--- config.mk ---
export PLATFORM = sky130hd
export DESIGN_NAME = rx_frame_buffer
export DESIGN_NICKNAME = d
export VERILOG_FILES = /design/src/rtl/rx_frame_buffer.sv
export SDC_FILE = /design/constraint.sdc
export NUM_CORES = 1
export LEC_CHECK = 0
export ABC_AREA = 1
export ABC_CLOCK_PERIOD_IN_PS = 4100
export CAP_MARGIN = 20
export CORE_ASPECT_RATIO = 0.8
export CORE_MARGIN = 2
export CORE_UTILIZATION = 60
export CTS_BUF_LIST = sky130_fd_sc_hd__clkbuf_16
export CTS_CLUSTER_DIAMETER = 150
export DETAILED_ROUTE_END_ITERATION = 6
export PLACE_DENSITY_LB_ADDON = 0.15
export SETUP_SLACK_MARGIN = 0.05
export SLEW_MARGIN = 10
export SYNTH_ARGS = -nofsm -noshare
export SYNTH_HDL_FRONTEND = slang
export SYNTH_SLANG_ARGS = --single-unit
--- constraint.sdc ---
create_clock -name Clock -period 4.1 [get_ports Clock]
set_input_delay 0.41 -clock Clock [delete_from_list [all_inputs] [get_ports Clock]]
set_output_delay 0.41 -clock Clock [all_outputs]
set_load 0.05 [all_outputs]
--- src/rtl/rx_frame_buffer.sv ---
// Receive frame buffer: synchronizes the shift-register frame into the system clock,
// checks start/stop/parity, and queues byte+flags in a show-ahead FIFO for the host.
module rx_frame_buffer #(
  parameter int DEPTH  = 4,
  parameter int ADDR_W = 2
) (
  input  logic              Clock,
  input  logic              ResetN,
  input  logic              RecievedFlag,
  input  logic [10:0]       DataParl,
  input  logic [1:0]        ParityType,
  input  logic              DataReady,
  output logic [7:0]        DataOut,
  output logic              DataValid,
  output logic              ParityError,
  output logic              StartError,
  output logic              StopError,
  output logic              Overrun,
  output logic [ADDR_W:0]   Fill
);

  logic              sync1, sync2, sync3;
  logic              strobe;
  logic              parityBit, parityErr;
  logic [10:0]       capEntry, headEntry;
  logic [10:0]       mem [DEPTH];
  logic [ADDR_W-1:0] wrPtr, rdPtr;
  logic [ADDR_W:0]   fill;
  logic              overrunReg;
  logic              full, push, pop;

  // Synchronizer resets high so a flag already asserted at reset release is ignored.
  always_ff @(posedge Clock or negedge ResetN) begin
    if (!ResetN) begin
      sync1 <= 1'b1;
      sync2 <= 1'b1;
      sync3 <= 1'b1;
    end else begin
      sync1 <= RecievedFlag;
      sync2 <= sync1;
      sync3 <= sync2;
    end
  end

  assign strobe = sync2 & ~sync3;

  always_comb begin
    parityBit = ^DataParl[9:1];
    parityErr = 1'b0;
    case (ParityType)
      2'b01:   parityErr = ~parityBit;
      2'b10:   parityErr = parityBit;
      default: parityErr = 1'b0;
    endcase
    capEntry = {~DataParl[10], DataParl[0], parityErr, DataParl[8:1]};
  end

  assign full      = (fill == (ADDR_W+1)'(DEPTH));
  assign DataValid = (fill != '0);
  assign pop       = DataValid & DataReady;
  assign push      = strobe & (~full | pop);

  // Storage is cleared on reset so the show-ahead outputs are never X.
  always_ff @(posedge Clock or negedge ResetN) begin
    if (!ResetN) begin
      mem <= '{default: '0};
    end else if (push) begin
      mem[wrPtr] <= capEntry;
    end
  end

  always_ff @(posedge Clock or negedge ResetN) begin
    if (!ResetN) begin
      wrPtr      <= '0;
      rdPtr      <= '0;
      fill       <= '0;
      overrunReg <= 1'b0;
    end else begin
      overrunReg <= strobe & full & ~pop;
      if (push) wrPtr <= wrPtr + ADDR_W'(1);
      if (pop)  rdPtr <= rdPtr + ADDR_W'(1);
      case ({push, pop})
        2'b10:   fill <= fill + (ADDR_W+1)'(1);
        2'b01:   fill <= fill - (ADDR_W+1)'(1);
        default: fill <= fill;
      endcase
    end
  end

  assign headEntry   = mem[rdPtr];
  assign DataOut     = headEntry[7:0];
  assign ParityError = headEntry[8];
  assign StartError  = headEntry[9];
  assign StopError   = headEntry[10];
  assign Overrun     = overrunReg;
  assign Fill        = fill;

endmodule

==> flow_summary.ini, run 1 <==
[logic_synthesis]
ys_types = 26
synth_fa_ha_area_share_pct = 2.99
synth_area_leaders = dfrtp_1 47%, nand2_1 13%, o21ai_0 4.5%, o21ai_1 4.5%, o21ai_2 3.5%
netlist.area_leader.share_pct = 47.1
ys_ff_latch = 55
synth_edf_count = 0
yosysMostFrequentCell = nand2_1
mappedNetlistNets = 342
yosys.area_share.simple_pct = 22.3
synth_top_family_by_area = simple AND/OR/NAND/NOR gates
synth_compound_area_share_pct = 15.4
synth_xor_area_share_pct = 1.59
yosys_warnings = 0
postSynthCellCount = 319
syn_avg_cell_area_um2 = 8.66
ys_top_cells_by_count = 94 x nand2_1, 52 x dfrtp_1, 25 x o21ai_0, 25 x o21ai_1, 23 x nor2_1
netlist.top_cell.by_area = dfrtp_1
ys_seq_area_share_pct = 50.0
synth.cell_area_mm2 = 0.00276
synth.area.mux_share_pct = 0
synth-async-reset-ratio_pct = 100
synthFlopType = dfrtp_1

[routing]
drc_errors = 0
via_count = 2172
via_per_inst = 5.35
drtPass1Iterations = 4
drt-initial-drc-count = 111
wl_per_cell_um = 13.7
drtAntennaViolNets = 0
routed_wl_mm = 5.57

[cells_and_area]
final_area_mm2 = 0.00321
drive_above_1_share_pct = 12.1
final_core_util_pct = 71.1
nets = 368
area_delta_synth_final_pct = 16.2
diodes = 0
stdcell_count = 406

[critical_path]
end_kind = output pin
crit_buf_inv = 2
path_max_fanout = 25
setup.worst_path.class = reg -> out
arrival_ns = 2.78
cp-startpoint = rdPtr[0]
r2r-start = Fill[1]
setup.worst_path.start_class = register
crit_chain = inv_1, o21ai_0, o22ai_1, clkdlybuf4s50_1
slowest_delay_ns = 0.83
critPathTopFamily = buffers and inverters
crit_slowest_cell = dfrtp_1
crit_required_ns = 3.69

[placement]
dp_worst_setup_slack_ns = 1.29
place.gp.congestion = 0.808
postPlaceCellArea_mm2 = 0.00305
io_buffers = 32
dp_hpwl_mm = 3.80
place_inst = 398

[power]
power_density_mw_per_mm2 = 895
ir_worst_vdd_mv = 0.518
p_total_mw = 2.87
p_leak_nw = 1.61

[timing]
maxSlewHeadroom_pct = 50.4
rsz0062_at_grt = no
finalSetupViolCount = 0
worst_pin_slew_ns = 0.745
fin_crit_ns = 3.19
tns_ns = 0
period_share_pct = 77.8
fmax_ghz = 0.313
fin_skew_ns = 0.00587
finalMaxSlewViolations = 0
timing_hold_violations_final = 0
fin_hold_ws_ns = 0.231
finalWorstSetupSlack_ns = 0.909

[die]
fp.coreArea_mm2 = 0.00451
fp-row-count = 22
die_area_mm2 = 0.00517
ios = 33
die_y_um = 64.7
die_w_um = 79.9
start_util_pct = 61.2

[cts]
clock-sinks = 55
clk_latency_ns = 0.29
cts_setup_buffers = 0
cts_root_buffer = clkbuf_16
cts_hold_buf = 0
cts.htree.levels = 2
cts_max_path_buffers = 2
cts_tree = yes
cts-resized-gates = 0
path_clk_slew_ns = 0.07
cts_made_buffers = 5

[global_route]
grt_pass1_wl_mm = 9.48
track_usage_pct = 24.1
grt_max_degree = 56
grt_overflow = 0
grt_pass1_vias = 2046
antenna_found_initial = 0

[worst_hold_path]
min_path_type = in -> async

[job]
maxCapViolCount = 0

[status]
status = finished clean
## cells in the final DEF (no fill, tap or decap), drive strengths merged
cell,netlist,layout
nand3,12,12
buf,8,2
bufinv,0,1
a21oi,2,2
or2,1,1
fa,1,1
nand3b,1,1
dfstp,3,3
inv,26,28
xor2,4,4
o22ai,11,11
clkdlybuf4s50,0,31
o21ai,61,61
dfrtp,52,52
xnor2,1,1
ha,5,5
nor2,24,24
nand2,101,101
clkbuf,6,5
## path summary, 6_finish.rpt
path | cells after the start | slack (ns) | to
max | 4 | 0.91 | DataOut[0]
min | 2 | 0.23 | Fill[1]
max reg2reg | 9 | 2.13 | Fill[2]
min reg2reg | 0 | 0.36 | sync2
max in group asynchronous | 2 | 3.41 | mem[39]
min in group Clock | 0 | 0.36 | sync2
## area by class of cell
| cell class | instances | area, um^2 |
|---|---|---|
| multi-input combinational | 224 | 1170 |
| sequential | 55 | 1380 |
| clock buffer | 5 | 125 |
| inverter | 26 | 103 |
| timing repair buffer | 33 | 323 |
| clock inverter | 3 | 37.5 |
| tap | 60 | 75.1 |
| fill | 359 | 1300 |
## flip-flops by register name, indices dropped and copies added (netlist names)
signal,cells
Overrun,1
sync2,1
Fill,3
sync1,1
rdPtr,2
mem,44
sync3,1
wrPtr,2
## metal layers
metal / vias up / global-route usage, % / wire length (um)
met2: 49 / 39.1 / 2580
met1: 1034 / 32.7 / 2650
li1: 1080 / - / -
met5: - / 0 / 0
met3: 9 / 5.01 / 257
met4: 0 / 8.05 / 80
## report_power, final
part | switching (mW) | total (mW) | internal [mW]
Clock | 0.178 | 0.462 | 0.284
Combinational | 0.924 | 1.43 | 0.502
Sequential | 0.194 | 0.986 | 0.791
## logic make-up (layout without fill, tap and decap cells)
family	Yosys count	count (layout)
simple gates	139	139
buf+inv	40	67
flops	55	55
fa+ha+maj	6	6
xor+xnor	5	5
compound gates	74	74
No activity file was read; power rests on OpenSTA's default activity.
==> inputs of run 2 (changes only) <==
--- a/config.mk
+++ b/config.mk
@@ -6,11 +6,11 @@
 export NUM_CORES = 1
 export LEC_CHECK = 0
 export ABC_AREA = 1
-export ABC_CLOCK_PERIOD_IN_PS = 4100
+export ABC_CLOCK_PERIOD_IN_PS = 2900
 export CAP_MARGIN = 20
 export CORE_ASPECT_RATIO = 0.8
 export CORE_MARGIN = 2
-export CORE_UTILIZATION = 60
+export CORE_UTILIZATION = 50
 export CTS_BUF_LIST = sky130_fd_sc_hd__clkbuf_16
 export CTS_CLUSTER_DIAMETER = 150
 export DETAILED_ROUTE_END_ITERATION = 6
==> constraint.sdc (replaced) <==
create_clock -name Clock -period 2.9 [get_ports Clock]
set_input_delay 0.29 -clock Clock [delete_from_list [all_inputs] [get_ports Clock]]
set_output_delay 0.29 -clock Clock [all_outputs]
set_load 0.05 [all_outputs]
==> flow_summary.ini, run 2 (same netlist as run 1, synthesis figures left out) <==
[timing]
maxSlewHeadroom_pct = 66.6
finalMaxSlewViolations = 0
fmax_ghz = 0.380
finalSetupViolCount = 0
worst_pin_slew_ns = 0.499
finalWorstSetupSlack_ns = 0.265
timing_hold_violations_final = 0
fin_skew_ns = 0.00596
period_share_pct = 90.9
rsz0062_at_grt = no
fin_crit_ns = 2.63
tns_ns = 0

[global_route]
busiest_layer = met2
use_met3_pct = 3.90
grt_pass1_wl_mm = 9.78
use_met1_pct = 30.7
grt_pass1_vias = 2061
track_usage_pct = 20.6
use_met2_pct = 30.8
grt_max_degree = 28
grt_overflow = 0
antenna_found_initial = 0

[power]
swShare_pct = 45.1
p_switching_mw = 1.84
ir_worst_vdd_mv = 0.428
seqPwrFrac_pct = 33.1
power_density_mw_per_mm2 = 1260
p_int_mw = 2.24
p_comb_share_pct = 50.6
pwr-share-clk_pct = 16.2
p_leak_nw = 1.64

[cts]
cts.htree.levels = 2
cts_made_buffers = 5
clk_latency_ns = 0.29
cts_tree = yes
cts_root_buffer = clkbuf_16
cts_max_path_buffers = 2
path_clk_slew_ns = 0.07
clock-sinks = 55
cts_setup_buffers = 0

[placement]
dp_worst_setup_slack_ns = 0.570
io_buffers = 32
place.gp.congestion = 0.787
dp_hpwl_mm = 4.01
place_inst = 408

[die]
fp-row-count = 24
die_y_um = 70.5
start_util_pct = 51.1
ios = 33
die_area_mm2 = 0.00614
die_w_um = 87.1
fp.coreArea_mm2 = 0.00541

[worst_hold_path]
min_path_type = reg -> reg

[critical_path]
setup.worst_path.start_class = register
crit_chain = inv_1, o21ai_0, o22ai_1, clkdlybuf4s50_1
path_max_fanout = 12
slowest_delay_ns = 0.83
critPathTopFamily = buffers and inverters
end_kind = output pin
crit_required_ns = 2.61
setup.worst_path.class = reg -> out
crit_slowest_cell = clkdlybuf4s50_1
arrival_ns = 2.34
crit_buf_inv = 2

[cells_and_area]
drive_above_1_share_pct = 14.8
nets = 374
stdcell_count = 416
area_delta_synth_final_pct = 17.6
diodes = 0
largest_reg_flops = 44
final_common_cell = nand2_1
regMostFlops = mem
nFillCells = 489
final_cell_mix = 94 x nand2_1, 52 x dfrtp_1, 26 x clkdlybuf4s50_1

[job]
maxCapViolCount = 0

[routing]
drtPass1Iterations = 4
via_per_inst = 5.25
routed_wl_mm = 5.79
drt-initial-drc-count = 110
drtAntennaViolNets = 0
wl_per_cell_um = 13.9
via_count = 2185
drc_errors = 0

[status]
status = finished clean
run 2: cell type report:
| class | instances | area, um^2 | area share, % |
|---|---|---|---|
| Inverter | 26 | 103 | 3.16 |
| Timing Repair Buffer | 39 | 358 | 11.0 |
| Clock inverter | 2 | 33.8 | 1.04 |
| Tap cell | 65 | 81.3 | 2.50 |
| Sequential cell | 55 | 1380 | 42.5 |
| Clock buffer | 5 | 125 | 3.85 |
| Multi-Input combinational cell | 224 | 1170 | 35.9 |
run 2: what timing repair did:
action | in CTS | in global routing
endpoints found under the setup margin | 0 | 0
hold buffers | 1 | 0
endpoints found under the hold margin | 10 | 0
resized for setup | 0 | 0
run 2: through the flow:
stage	cell area (um^2)	hold WS (ns)	power [mW]	utilization (%)
3_3_place_gp	3080	0.189	3.40	57.0
3_5_place_dp	3080	0.187	3.44	57.0
5_1_grt	3250	0.366	4.37	60.1
2_1_floorplan	2760	-0.00559	2.84	-
4_1_cts	3250	0.360	4.10	60.1
6_report	3250	0.358	4.08	60.1
run 2: final timing paths:
path / from / end / slack [ns] / depth (start not counted)
worst max register to register: Fill[1] / Fill[2] / 0.93 / 9
worst min-delay path: sync1 / sync2 / 0.36 / 0
min in group asynchronous: ResetN / mem[4] / 0.41 / 2
worst min register to register: sync1 / sync2 / 0.36 / 0
worst max-delay path: rdPtr[1] / DataOut[1] / 0.27 / 4
max in group asynchronous: ResetN / sync3 / 1.82 / 3
run 2: routing by layer:
metal,share of wire [%],up-vias
met5,0,-
met2,46,42
met4,1.4,0
met3,4.1,9
met1,49,1032
li1,-,1102
run 2: power by group through the flow:
stage	clock, mW	sequential [mW]	combinational [mW]
finish	0.663	1.35	2.07
global route	0.704	1.40	2.27
CTS	0.663	1.35	2.09
detailed placement	0	1.36	2.08
global placement	0	1.35	2.05
floorplan	0	1.36	1.48
